[src/rtl/renode_interrupts_receiver.sv]
// Receives Renode interrupt messages, buffers them in a small FIFO, drives the
// per-line outputs and answers each message with an OK/ERROR response.
module renode_interrupts_receiver #(
    parameter int unsigned                InterruptsCount = 1,
    parameter int unsigned                FifoDepth       = 4,
    parameter logic [InterruptsCount-1:0] LinesResetValue = '0,
    parameter logic [7:0]                 ActionInterrupt = 8'd20,
    parameter logic [7:0]                 ActionOk        = 8'd1,
    parameter logic [7:0]                 ActionError     = 8'd2
) (
    input  logic                       clk,
    input  logic                       rst,
    input  logic                       req_valid,
    output logic                       req_ready,
    input  logic [7:0]                 req_action,
    input  logic [63:0]                req_addr,
    input  logic [63:0]                req_data,
    output logic                       rsp_valid,
    input  logic                       rsp_ready,
    output logic [7:0]                 rsp_action,
    output logic [63:0]                rsp_addr,
    output logic [63:0]                rsp_data,
    output logic [InterruptsCount-1:0] interrupts,
    output logic [InterruptsCount-1:0] line_event,
    output logic [15:0]                error_count
);
    localparam int unsigned AW = $clog2(FifoDepth);

    typedef struct packed {
        logic [7:0]  action;
        logic [63:0] addr;
        logic [63:0] data;
    } msg_t;

    typedef enum logic {IDLE, RESP} state_e;

    msg_t                       mem_q [FifoDepth];
    logic [AW-1:0]              wr_ptr_q, rd_ptr_q;
    logic [AW:0]                count_q, count_d;
    state_e                     state_q, state_d;
    logic                       rsp_valid_q, rsp_valid_d;
    msg_t                       rsp_q, rsp_d;
    logic [InterruptsCount-1:0] lines_q, lines_d, event_q;
    logic [15:0]                err_q, err_d;
    msg_t                       head;
    logic                       empty, full, push, pop, ok;

    assign empty     = (count_q == '0);
    assign full      = (count_q == (AW+1)'(FifoDepth));
    assign req_ready = !full;
    assign push      = req_valid && !full;
    assign head      = mem_q[rd_ptr_q];
    assign ok        = (head.action == ActionInterrupt) && (head.data < 64'(InterruptsCount));

    always_comb begin
        state_d     = state_q;
        rsp_valid_d = rsp_valid_q;
        rsp_d       = rsp_q;
        lines_d     = lines_q;
        err_d       = err_q;
        pop         = 1'b0;
        case (state_q)
            IDLE: if (!empty) begin
                pop     = 1'b1;
                state_d = RESP;
            end
            RESP: if (rsp_ready) begin
                // Chaining the next pop onto the handshake keeps one message per cycle.
                if (!empty) pop = 1'b1;
                else begin
                    rsp_valid_d = 1'b0;
                    state_d     = IDLE;
                end
            end
            default: state_d = IDLE;
        endcase
        if (pop) begin
            rsp_valid_d = 1'b1;
            rsp_d.addr  = head.addr;
            rsp_d.data  = head.data;
            if (ok) begin
                rsp_d.action = ActionOk;
                for (int i = 0; i < InterruptsCount; i++)
                    if (head.data == 64'(i)) lines_d[i] = head.addr[0];
            end else begin
                rsp_d.action = ActionError;
                if (err_q != 16'hFFFF) err_d = err_q + 16'd1;
            end
        end
        count_d = count_q + (AW+1)'(push) - (AW+1)'(pop);
    end

    always_ff @(posedge clk) begin
        if (push) mem_q[wr_ptr_q] <= '{req_action, req_addr, req_data};
    end

    always_ff @(posedge clk or posedge rst) begin
        if (rst) begin
            wr_ptr_q    <= '0;
            rd_ptr_q    <= '0;
            count_q     <= '0;
            state_q     <= IDLE;
            rsp_valid_q <= 1'b0;
            rsp_q       <= '0;
            lines_q     <= LinesResetValue;
            event_q     <= '0;
            err_q       <= '0;
        end else begin
            if (push) wr_ptr_q <= wr_ptr_q + AW'(1);
            if (pop)  rd_ptr_q <= rd_ptr_q + AW'(1);
            count_q     <= count_d;
            state_q     <= state_d;
            rsp_valid_q <= rsp_valid_d;
            rsp_q       <= rsp_d;
            lines_q     <= lines_d;
            event_q     <= lines_d ^ lines_q;
            err_q       <= err_d;
        end
    end

    assign rsp_valid   = rsp_valid_q;
    assign rsp_action  = rsp_q.action;
    assign rsp_addr    = rsp_q.addr;
    assign rsp_data    = rsp_q.data;
    assign interrupts  = lines_q;
    assign line_event  = event_q;
    assign error_count = err_q;
endmodule

[config.mk]
export PLATFORM = sky130hd
export DESIGN_NAME = renode_interrupts_receiver
export DESIGN_NICKNAME = d
export VERILOG_FILES = /design/src/rtl/renode_interrupts_receiver.sv
export SDC_FILE = /design/constraint.sdc
export NUM_CORES = 1
export LEC_CHECK = 0
export CAP_MARGIN = 5
export CORE_MARGIN = 1.5
export CORE_UTILIZATION = 56
export CTS_CLUSTER_DIAMETER = 60
export CTS_CLUSTER_SIZE = 25
export DETAILED_ROUTE_END_ITERATION = 7
export PLACE_DENSITY = 0.8
export SETUP_SLACK_MARGIN = 0.1
export SYNTH_ARGS = -nofsm -noshare
export SYNTH_HDL_FRONTEND = slang
export SYNTH_SLANG_ARGS = --single-unit
[constraint.sdc]
create_clock -name clk -period 6.9 [get_ports clk]
set_clock_uncertainty 0.15 [all_clocks]
set_input_delay 1.035 -clock clk [delete_from_list [all_inputs] [get_ports clk]]
set_output_delay 1.035 -clock clk [all_outputs]
set_load 0.05 [all_outputs]
* Word level (Yosys, flattened, before mapping)
Memory sizes are Yosys's and may differ from the RTL's.
Index checks and enable logic that the tools add are counted.
** Storage, ports and cells
- Logic and storage cells :: 49
- RAM bits :: 544
- Output and inout port bits :: 156
- Flip-flop bits (word level) :: 163
- Memories kept :: 1
- Input bits :: 140
** Memories
- mem_q :: depth 4, bits a word 136, rd ports 1, clocked after Yosys merged registers in 0, write ports 1, line 37 : msg_t mem_q [FifoDepth];
** Operators by class
- Equality and inequality tests :: 3
- Reductions and logical operators :: 10
- $lt $le $gt $ge :: 1
- Bitwise logic cells :: 3
- Muxes and demuxes :: 15
- Add/sub/neg operators :: 5
** Operator list (number)
- 64-bit logical NOT :: 1
- 64-bit by 1-bit < comparator with 1-bit output, second input constant :: 1
- 16-bit by 1-bit adder with 16-bit output, second input constant :: 1
- 16-bit inequality test, second input constant :: 1
- 1-bit two-way mux :: 12
- 8-bit by 5-bit == test with 1-bit output, second input constant :: 1
- 3-bit AND reduction :: 2
- 2-bit nonzero test :: 3
- 2-bit by 1-bit adder with 2-bit output, second input constant :: 2
- 1-bit one-hot mux with 2 select lines :: 2
- 3-bit by 1-bit adder with 3-bit output :: 1
- 3-bit == test, second input constant :: 1
- 3-bit logical NOT :: 1
- 3-bit by 1-bit subtractor with 3-bit output :: 1
- 1-bit logical AND :: 2
- 2-bit two-way mux :: 1
- 1-bit NOT :: 2
- 1-bit logical NOT :: 1
- 1-bit bitwise XOR :: 1

* Logic depth before layout (Yosys ltp)
Gate-level depths: netlist of run 1.
- Depth after elaboration :: 6
- Gate-level depth with buffers :: 12
- Mapped depth without buffers :: 11

* Least setup slack after synthesis of run 1
No wires, ideal clock.
- Path kind :: input -> register
- From :: in req_valid
- To :: mem mem_q[0][0] (netlist bit) (enable)
- Arrival time :: 4.196 ns
- Setup time :: 0.513 ns
- Path slack :: 2.041 ns
- Cell stages on the path :: 1
- Path through :: and3_1
** Between the ends
- Word-level cells in the longest chain between the ends :: 3
** RTL lines
- start: declaration :: line 13 : input logic req_valid,
- 1-bit logical AND :: line 51 : assign push = req_valid && !full;
- 1-bit two-way mux :: line 94 : if (push) mem_q[wr_ptr_q] <= '{req_action, req_addr, req_data};
- 1-bit two-way mux (implied by the code) :: line 94
- end: declaration :: line 37
Every way passes these cells.

* Worst setup path after layout of run 1
- From :: reg rd_ptr_q[0]
- To :: reg lines_q, in the netlist interrupts
** Between the ends
- Word-level cells in the longest chain between the ends :: 5
- Elaborated cells between the ends (all ways) :: 8
- Those cells by class :: 1 x order compare; 1 x eq/ne; 3 x mux; 2 x reduce/logical; 1 x memory
** RTL lines
- start: declaration :: line 38 : logic [AW-1:0] wr_ptr_q, rd_ptr_q;
- start signal: assignment :: line 110 : if (pop) rd_ptr_q <= rd_ptr_q + AW'(1);
- memory 4 x 136 bit (*)
- 64-bit by 1-bit < comparator with 1-bit output (tied with other cells) :: line 53 : assign ok = (head.action == ActionInterrupt) && (head.data < 64'(InterruptsCount));
- 1-bit logical AND or 1-bit two-way mux (tied branches) :: line 53, 84
- 1-bit two-way mux (*) :: line 81 : if (ok) begin
- 1-bit two-way mux (*) :: line 77 : if (pop) begin
- net lines_d :: line 43 : logic [InterruptsCount-1:0] lines_q, lines_d, event_q;
- end signal: assignment :: line 105 : lines_q <= LinesResetValue;
- end signal: assignment :: line 115 : lines_q <= lines_d;
- end: declaration :: line 43
Mark *: on every way through the listed nets, which the timed path passes. The rest lies on a longest branch.
A chain may end at the register's enable or synchronous reset.

==> results of run 1 <==
sequential cells by signal (all words and copies together), names as in the netlist, 2 cells and up:
signal,flops
rsp_action,2
rd_ptr_q,2
rsp_data,64
count_q,3
rsp_addr,64
mem_q,544
wr_ptr_q,2
error_count,16
layer usage:
layer	part of all wire	up-vias
li1	-	5965
met1	0.39	7061
met2	0.51	531
met3	0.079	96
met4	0.024	8
met5	0.00087	-
through the flow:
step                      instances  worst slack [ps]
after floorplan                1440              1480
after global placement         2277              2180
after detailed placement       2277              2190
after CTS                      2351              2150
after global routing           2355              1920
final                          2358              2260
cell usage after synthesis, drive strengths merged, types with 2 or more instances:
| cell | n | area, µm² |
|---|---|---|
| nor4 | 35 | 219 |
| and3 | 5 | 31.3 |
| nand4 | 6 | 37.5 |
| nor4b | 9 | 78.8 |
| nor3 | 6 | 41.3 |
| buf | 31 | 178 |
| edfxtp | 544 | 16300 |
| and4 | 2 | 17.5 |
| ha | 7 | 87.6 |
| xor2 | 11 | 96.3 |
| inv | 13 | 48.8 |
| nand2 | 409 | 1540 |
| xnor2 | 9 | 78.8 |
| mux2 | 2 | 22.5 |
| dfrtp | 157 | 3930 |
| nor2 | 5 | 21.3 |
| o21ai | 2 | 10.0 |
| mux4 | 130 | 2930 |
| clkbuf | 35 | 131 |
| nand3 | 4 | 20.0 |
| nor3b | 3 | 22.5 |
| or3 | 2 | 12.5 |
power groups by stage:
stage,combinational [µW],clock (µW),sequential [µW]
2_1_floorplan,2290,0,7540
3_3_place_gp,5140,0,6330
3_5_place_dp,5220,0,6370
4_1_cts,5240,2810,6290
5_1_grt,5490,2950,6390
6_report,5170,2750,6280
cells by family (layout without fill, tap and decap cells):
| group | Yosys count | after routing | synth area share |
|---|---|---|---|
| muxes | 132 | 132 | 0.114 |
| other | 1 | 13 | 0.000144 |
| buffers and inverters | 79 | 390 | 0.0138 |
| DFF | 701 | 701 | 0.781 |
| adders and majority gates | 8 | 8 | 0.00415 |
| and+or+nand+nor | 489 | 489 | 0.0794 |
| AOI/OAI and AO/OA | 5 | 5 | 0.00130 |
| xor gates and xnor gates | 20 | 20 | 0.00675 |
worst min-delay path, delay by kind of cell, from the launching register on:
kind | cells | cell delay (ps)
and+or+nand+nor | 2 | 100
DFF | 1 | 350
cell usage in the layout (no fill, tap or decap), types with 5 or more instances in the layout:
cell type / instances
diode_2: 7
nand4_1: 6
conb_1: 6
mux4_2: 130
dfrtp_1: 155
nor4_1: 35
clkdlybuf4s50_1: 289
xnor2_1: 9
inv_6: 6
edfxtp_1: 544
clkbuf_16: 41
xor2_1: 11
buf_4: 10
ha_1: 7
nand2_1: 408
nor4b_1: 9
bufinv_16: 5
nor3_1: 5
clkbuf_1: 9
inv_1: 11
final cells by class:
cell class                 instances  area, µm²
timing repair buffer             303       3050
multi-input combinational        660       5380
clock buffer                      53       1100
inverter                          13       56.3
fill                            2903      14600
clock inverter                    21        335
antenna                            7       17.5
tap                              600        751
sequential                       701      20300
how the worst max path moves through the flow:
stage	from	end	slack [ps]	cells after the start
2_1_floorplan	rst	count_q[0]	1480	1
3_3_place_gp	rd_ptr_q[0]	interrupts	2180	8
3_5_place_dp	rd_ptr_q[0]	interrupts	2190	8
4_1_cts	rd_ptr_q[0]	interrupts	2150	8
5_1_grt	rd_ptr_q[0]	interrupts	1920	8
6_report	rd_ptr_q[0]	interrupts	2260	8
==> results_dict.tcl, run 1 <==
set metrics [dict create \
    critical_path_required_ps 7210 \
    worst-r2r-cell-count 8 \
    dpl-instance-area_mm2 0.0295 \
    synth_seq_area_share 0.781 \
    fin_crit_sh 0.673 \
    num_vias 13700 \
    layout-drive-gt1-share 0.127 \
    root_buffer "clkbuf_16" \
    drv_slew 0 \
    max_slew.worst_pin.slew_ps 1100 \
    critPathTopFamily "simple AND/OR/NAND/NOR gates" \
    synth_edf_count 544 \
    timing.setup.tns_ps 0 \
    power.share.clock 0.194 \
    final_nets 1867 \
    finalWeightedCongestion 0.804 \
    cellPowerDensity_mw_per_mm2 459 \
    dr.pass1.iters 5 \
    status "finished clean" \
    io_buffer_count 289 \
    ctsHtreeMaxLevel 2 \
    critical_path.cell_chain "buf_4, mux4_2, nor4_1, nand4_1, or4_1, nor3_4, nand2_2, mux2_1" \
    rr_endpoint "interrupts" \
    relSlewSlack 0.264 \
    hpwlAfterDp_mm 34.4 \
    comb_power_share 0.364 \
    ys_seq_elements 701 \
    area_growth_pct 19.3 \
    core_area_mm2 0.0456 \
    post_cts_resize_count 0 \
    hold_slack_ps 327 \
    design_area_mm2 0.0310 \
    r2r_setup_slack_ps 2260 \
    remaining_drc_errors 0 \
    cts_buffers 40 \
    routed_wl_mm 55.5 \
    rsz0062_at_grt "false" \
    fmax_ghz 0.215 \
    overflow 0 \
    worstSetupEndpointType "flip-flop" \
    post-cts-setup-buffer-count 0 \
    min_path_type "reg2reg" \
    insertion_delay_ps 590 \
    synth_cell_type_count 38 \
    cts_hold_buf 0 \
    io_pins 296 \
    dieArea_mm2 0.0476 \
    seq_power_share 0.442 \
    synth-async-reset-ratio 0.224 \
    fin_util 0.679 \
    syn_area_per_cell_um2 18.1 \
    critPathLaunchType "flip-flop" \
    switching_share 0.371 \
    r2r_start "rd_ptr_q[0]" \
    rows 78 \
    cap_viol_max_count 0 \
    die_h_um 218 \
    cp.arrival_ps 4950 \
    vdd_drop_max_v 0.000323 \
    die_w_um 218 \
    cts_max_path_buffers 3 \
    synth-main-ff-cell "edfxtp_1" \
    holdPathEnd "rsp_addr[32]" \
    antenna_found_initial 9 \
    grt_pass1_wl_mm 84.9 \
    path_clk_slew_ps 90 \
    criticalPathCategory "reg2reg" \
    p_total_uw 14200 \
    drt_iter0_drc 1178 \
    path_max_fanout 51 \
    ys_warn_count 0 \
    p_leak_uw 0.0111 \
    gr-usage-met2 0.387 \
    grt_pass1_vias 14100 \
    met1_usage 0.331 \
    grt.busiest_layer "met2" \
    syn_inst 1435 \
    path_buf_inv 1 \
    finalHoldViolCount 0 \
    ant_nets 0 \
    grt.total_usage 0.239 \
    min_period_ps 4640 \
    via_per_inst 5.79 \
    power_switching_uw 5260 \
    p_int_uw 8940 \
    tritoncts "yes" \
    cpPeakStageDelay_ps 1080 \
    grt_max_degree 137 \
    avgRoutedWirePerCell_um 23.5 \
    start_util 0.569 \
    hold_depth 2 \
    crit_slowest_cell "dfrtp_4" \
    cts_num_sinks 701 \
    syn-cell-area_mm2 0.0260 \
    hp-start "rsp_addr[32]" \
    gr-usage-met3 0.0470 \
    finalSetupViolations 0 \
]
Note: power is estimated with default switching activity, not from simulation.
==> inputs of run 2 (changes only) <==
--- a/config.mk
+++ b/config.mk
@@ -7,11 +7,11 @@
 export LEC_CHECK = 0
 export CAP_MARGIN = 5
 export CORE_MARGIN = 1.5
-export CORE_UTILIZATION = 56
+export CORE_UTILIZATION = 50
 export CTS_CLUSTER_DIAMETER = 60
 export CTS_CLUSTER_SIZE = 25
 export DETAILED_ROUTE_END_ITERATION = 7
-export PLACE_DENSITY = 0.8
+export PLACE_DENSITY = 0.75
 export SETUP_SLACK_MARGIN = 0.1
 export SYNTH_ARGS = -nofsm -noshare
 export SYNTH_HDL_FRONTEND = slang
==> constraint.sdc (replaced) <==
create_clock -name clk -period 4 [get_ports clk]
set_clock_uncertainty 0.15 [all_clocks]
set_input_delay 0.6 -clock clk [delete_from_list [all_inputs] [get_ports clk]]
set_output_delay 0.6 -clock clk [all_outputs]
set_load 0.05 [all_outputs]
==> run 2 against run 1 <==
Final area increased by 2.0%. Final cell count increased by 4.9%. Sequential power increased by 69%. Critical path type unchanged.
==> results_dict.tcl, run 2 (synthesis results as in run 1) <==
set metrics [dict create \
    status "finished clean" \
    cts_buffers 44 \
    tritoncts "yes" \
    path_max_fanout 33 \
    path_clk_slew_ps 90 \
    overflow 0 \
    multi_input_area_mm2 0.00538 \
    critPathLaunchType "flip-flop" \
    start_util 0.506 \
    drv_slew 0 \
    r2r_start "rd_ptr_q[1]" \
    avgRoutedWirePerCell_um 23.1 \
    core_area_mm2 0.0513 \
    rsz0062_at_grt "false" \
    finalWeightedCongestion 0.804 \
    largest_register_ffs 544 \
    fin_crit_sh 0.918 \
    routed_wl_mm 57.2 \
    die_w_um 231 \
    p_total_uw 25100 \
    hold_depth 2 \
    p_leak_uw 0.0114 \
    dr.pass1.iters 4 \
    drt_iter0_drc 1119 \
    cts_num_sinks 701 \
    grt_pass1_vias 13900 \
    min_path_type "reg2reg" \
    finalHoldViolCount 0 \
    top_register "mem_q" \
    rows 83 \
    io_pins 296 \
    remaining_drc_errors 0 \
    fmax_ghz 0.272 \
    dieArea_mm2 0.0533 \
    layout-drive-gt1-share 0.145 \
    num_vias 13600 \
    critical_path_required_ps 4310 \
    cts_hold_buf 0 \
    grt_max_degree 89 \
    timing.setup.tns_ps 0 \
    max_slew.worst_pin.slew_ps 1050 \
    hpwlAfterDp_mm 36.6 \
    cap_viol_max_count 0 \
    holdPathEnd "rsp_addr[19]" \
    final_nets 1896 \
    min_period_ps 3670 \
    seq_area_mm2 0.0203 \
    nFillCells 3684 \
    io_buffer_count 289 \
    via_per_inst 5.51 \
    grt.total_usage 0.216 \
    die_h_um 231 \
    final_common_cell "edfxtp_1" \
    area_growth_pct 21.7 \
    insertion_delay_ps 610 \
    criticalPathCategory "reg2reg" \
    ant_nets 0 \
    cts_max_path_buffers 3 \
    cellPowerDensity_mw_per_mm2 796 \
    root_buffer "clkbuf_16" \
    vdd_drop_max_v 0.000479 \
    grt_pass1_wl_mm 85.5 \
    worst-r2r-cell-count 9 \
    worstSetupEndpointType "flip-flop" \
    cp.arrival_ps 3980 \
    rr_endpoint "error_count[12]" \
    finalSetupViolations 0 \
    r2r_setup_slack_ps 330 \
    hold_slack_ps 325 \
    relSlewSlack 0.302 \
    final_cell_mix "edfxtp_1, nand2_1, clkdlybuf4s50_1, dfrtp_1, mux4_2" \
    ctsHtreeMaxLevel 2 \
    hp-start "rsp_addr[19]" \
    antenna_found_initial 14 \
]
-- run 2: changes by cell type in the layout (fill, tap and decap cells not counted), moves of 3 or more --
cell / before / now
buf_4: 10 / 26
buf_12: 4 / 13
clkbuf_1: 9 / 3
clkbuf_16: 41 / 46
clkinvlp_4: 1 / 5
clkbuf_8: 3 / 0
clkinv_1: 0 / 3
clkinv_8: 2 / 5
-- run 2: where the power goes --
| part | internal [µW] | switching (µW) | leakage, µW |
|---|---|---|---|
| clock | 2580 | 2610 | 0.000780 |
| sequential | 9800 | 771 | 0.00689 |
| combinational | 3410 | 5970 | 0.00371 |
-- run 2: worst max path at each step --
| stage | startpoint | to | slack (ps) | cells past startpoint |
|---|---|---|---|---|
| floorplan | count_q[1] | mem_q[0][0] | 740 | 3 |
| global placement | rd_ptr_q[0] | error_count[12] | 280 | 9 |
| detailed placement | rd_ptr_q[0] | error_count[12] | 230 | 9 |
| CTS | rd_ptr_q[0] | error_count[12] | 140 | 9 |
| global route | rd_ptr_q[1] | error_count[12] | 150 | 9 |
| finish | rd_ptr_q[1] | error_count[12] | 330 | 9 |
-- run 2: final cells by class --
class	count	share of cell area
antenna	9	0.000713
timing repair buffer	328	0.106
sequential	701	0.642
multi-input combinational	660	0.170
clock inverter	33	0.0152
clock buffer	49	0.0368
tap	680	0.0269
inverter	13	0.00174
-- run 2: per-layer routing --
metal / up-vias / part of all wire / GRT usage
met3: 86 / 0.076 / 0.0583
met5: - / 0.0011 / 0
met1: 7042 / 0.41 / 0.292
li1: 6015 / - / -
met2: 469 / 0.49 / 0.347
met4: 10 / 0.022 / 0.0635
-- run 2: stage by stage --
stage | util | setup WS (ps) | instances | instance area (µm²)
4_1_cts | 0.614 | 139 | 2460 | 31500
6_report | 0.615 | 330 | 2473 | 31600
2_1_floorplan | - | 745 | 1440 | 26000
3_5_place_dp | 0.582 | 235 | 2378 | 29900
3_3_place_gp | 0.582 | 278 | 2378 | 29900
5_1_grt | 0.615 | 149 | 2470 | 31600
-- run 2: critical path: stages, from the launching register on --
cell	delay, ps
dfrtp_4	690
buf_12	280
mux4_2	370
nor4_1	440
nand4_1	160
or4_1	600
nor3_4	280
buf_4	270
nor4_1	80
xor2_1	180
-- run 2: timing repair --
item	CTS	global route
setup buffers	0	4
resized for setup	0	1
endpoints found under the setup margin	0	16
==> inputs of run 3 (changes only) <==
--- a/config.mk
+++ b/config.mk
@@ -5,8 +5,7 @@
 export SDC_FILE = /design/constraint.sdc
 export NUM_CORES = 1
 export LEC_CHECK = 0
-export CAP_MARGIN = 5
-export CORE_MARGIN = 1.5
+export CORE_MARGIN = 5
 export CORE_UTILIZATION = 50
 export CTS_CLUSTER_DIAMETER = 60
 export CTS_CLUSTER_SIZE = 25
==> run 3 against run 2 <==
First-iteration DRC count decreased by 0.54%. Critical endpoint is now error_count[8]. Final cell count down 0.65%. Sequential share of layout area increased by 0.53 points. Count of clock-buffer cells in the layout increased by 3.
==> results_dict.tcl, run 3 (synthesis results as in run 1) <==
set metrics [dict create \
    drv_slew 0 \
    cp-startpoint "rd_ptr_q[0]" \
    finalSetupViolations 0 \
    critical_path.cell_chain "buf_6, mux4_2, nor4_2, buf_4, nand4_1, or4_1, nor3_4, buf_4, nor4b_1, xor2_1" \
    grt_max_degree 89 \
    r2r_start "rd_ptr_q[0]" \
    multi_input_area_mm2 0.00540 \
    via_per_inst 5.53 \
    largest_register_ffs 544 \
    final_nets 1885 \
    relSlewSlack 0.340 \
    seq_area_mm2 0.0203 \
    finalWeightedCongestion 0.801 \
    crit_slowest_cell "mux4_2" \
    max_slew.worst_pin.slew_ps 977 \
    hp-start "rsp_addr[51]" \
    insertion_delay_ps 580 \
    io_buffer_count 289 \
    crit_path_frequent_cell "buf_4" \
    path_clk_slew_ps 90 \
    postLayoutSetupSlackWorst_ps 334 \
    core_area_mm2 0.0514 \
    root_buffer "clkbuf_16" \
    cp.arrival_ps 3960 \
    fin_util 0.609 \
    finalHoldViolCount 0 \
    routed_wl_mm 57.4 \
    dr.pass1.iters 5 \
    dieArea_mm2 0.0566 \
    cts_buffers 42 \
    remaining_drc_errors 0 \
    path_max_fanout 18 \
    final_common_cell "edfxtp_1" \
    area_growth_pct 20.7 \
    die_h_um 238 \
    criticalPathCategory "reg2reg" \
    min_path_type "reg2reg" \
    timing.setup.tns_ps 0 \
    die_w_um 238 \
    rows 83 \
    cpPeakStageDelay_ps 560 \
    grt_pass1_vias 13900 \
    tritoncts "yes" \
    cts_num_sinks 701 \
    antenna_found_initial 9 \
    nFillCells 3678 \
    critPathTopFamily "simple AND/OR/NAND/NOR gates" \
    grt.total_usage 0.202 \
    io_pins 296 \
    fin_crit_sh 0.917 \
    cap_viol_max_count 0 \
    overflow 0 \
    vdd_drop_max_v 0.000484 \
    worstSetupEndpointType "flip-flop" \
    min_period_ps 3670 \
    grt_pass1_wl_mm 87.0 \
    num_vias 13600 \
    ctsHtreeMaxLevel 2 \
    p_leak_uw 0.0113 \
    path_buf_inv 3 \
    top_register "mem_q" \
    p_total_uw 24600 \
    start_util 0.505 \
    status "finished clean" \
    avgRoutedWirePerCell_um 23.4 \
    ant_nets 0 \
    cts_hold_buf 0 \
    layout-drive-gt1-share 0.140 \
    rsz0062_at_grt "false" \
    place_ws_ps 151 \
    hpwlAfterDp_mm 36.7 \
    fmax_ghz 0.273 \
    critPathLaunchType "flip-flop" \
    critical_path_required_ps 4290 \
    drt_iter0_drc 1113 \
    cellPowerDensity_mw_per_mm2 787 \
    cts_max_path_buffers 3 \
    final_cell_mix "edfxtp_1, nand2_1, clkdlybuf4s50_1, dfrtp_1, mux4_2" \
    hold_slack_ps 328 \
]
[run 3: changes by cell type in the layout (fill, tap and decap cells not counted), moves of 3 or more]
cell | previous run | this run
buf_4 | 26 | 17
bufinv_16 | 5 | 1
clkinv_4 | 1 | 8
inv_12 | 4 | 1
clkinv_1 | 3 | 0
clkinvlp_4 | 5 | 2
[run 3: layout make-up]
| class | count | share of cell area |
|---|---|---|
| clock buffers | 52 | 0.0374 |
| well taps | 680 | 0.0272 |
| flip-flops and latches | 701 | 0.647 |
| clock inverters | 25 | 0.00895 |
| multi-input cells | 660 | 0.172 |
| repair buffers | 319 | 0.104 |
| inverters | 13 | 0.00176 |
| diodes | 7 | 0.000559 |
[run 3: what timing repair did]
action / 4_1_cts / 5_1_grt
resized for setup: 0 / 4
endpoints found under the setup margin: 0 / 15
buffers inserted: 0 / 0
[run 3: worst register-to-register path, delay by kind of cell (launching register included)]
| kind | cells | cell delay, ps |
|---|---|---|
| simple gates | 5 | 1370 |
| xor+xnor | 1 | 180 |
| buf+inv | 3 | 730 |
| mux | 1 | 570 |
| flops | 1 | 540 |
[run 3: power by group]
| part | switching (µW) | total (µW) | internal, µW |
|---|---|---|---|
| registers | 764 | 10600 | 9810 |
| logic | 5980 | 9340 | 3360 |
| clock network | 2460 | 4720 | 2270 |
[run 3: metrics by stage]
stage | instance area (µm²) | cells
final | 31300 | 2457
after floorplan | 26000 | 1440
after CTS | 31300 | 2450
after global placement | 29800 | 2373
after detailed placement | 29800 | 2373
after global routing | 31300 | 2453
[run 3: routing by layer]
layer | global-route usage | vias to the layer above | wire length [µm]
li1 | - | 6004 | -
met1 | 0.286 | 7039 | 22600
met2 | 0.331 | 462 | 29200
met3 | 0.0437 | 67 | 4470
met4 | 0.0439 | 6 | 1090
met5 | 0 | - | 41
[run 3: final timing paths]
kind                             endpoint  slack, ps  cells after the start
max in group asynchronous     rsp_addr[1]       2530                      3
max                        error_count[8]        330                     10
min reg2reg                  rsp_addr[51]        330                      2
min                          rsp_addr[51]        330                      2
max reg2reg                error_count[8]        330                     10
min in group asynchronous  error_count[2]        350                      2
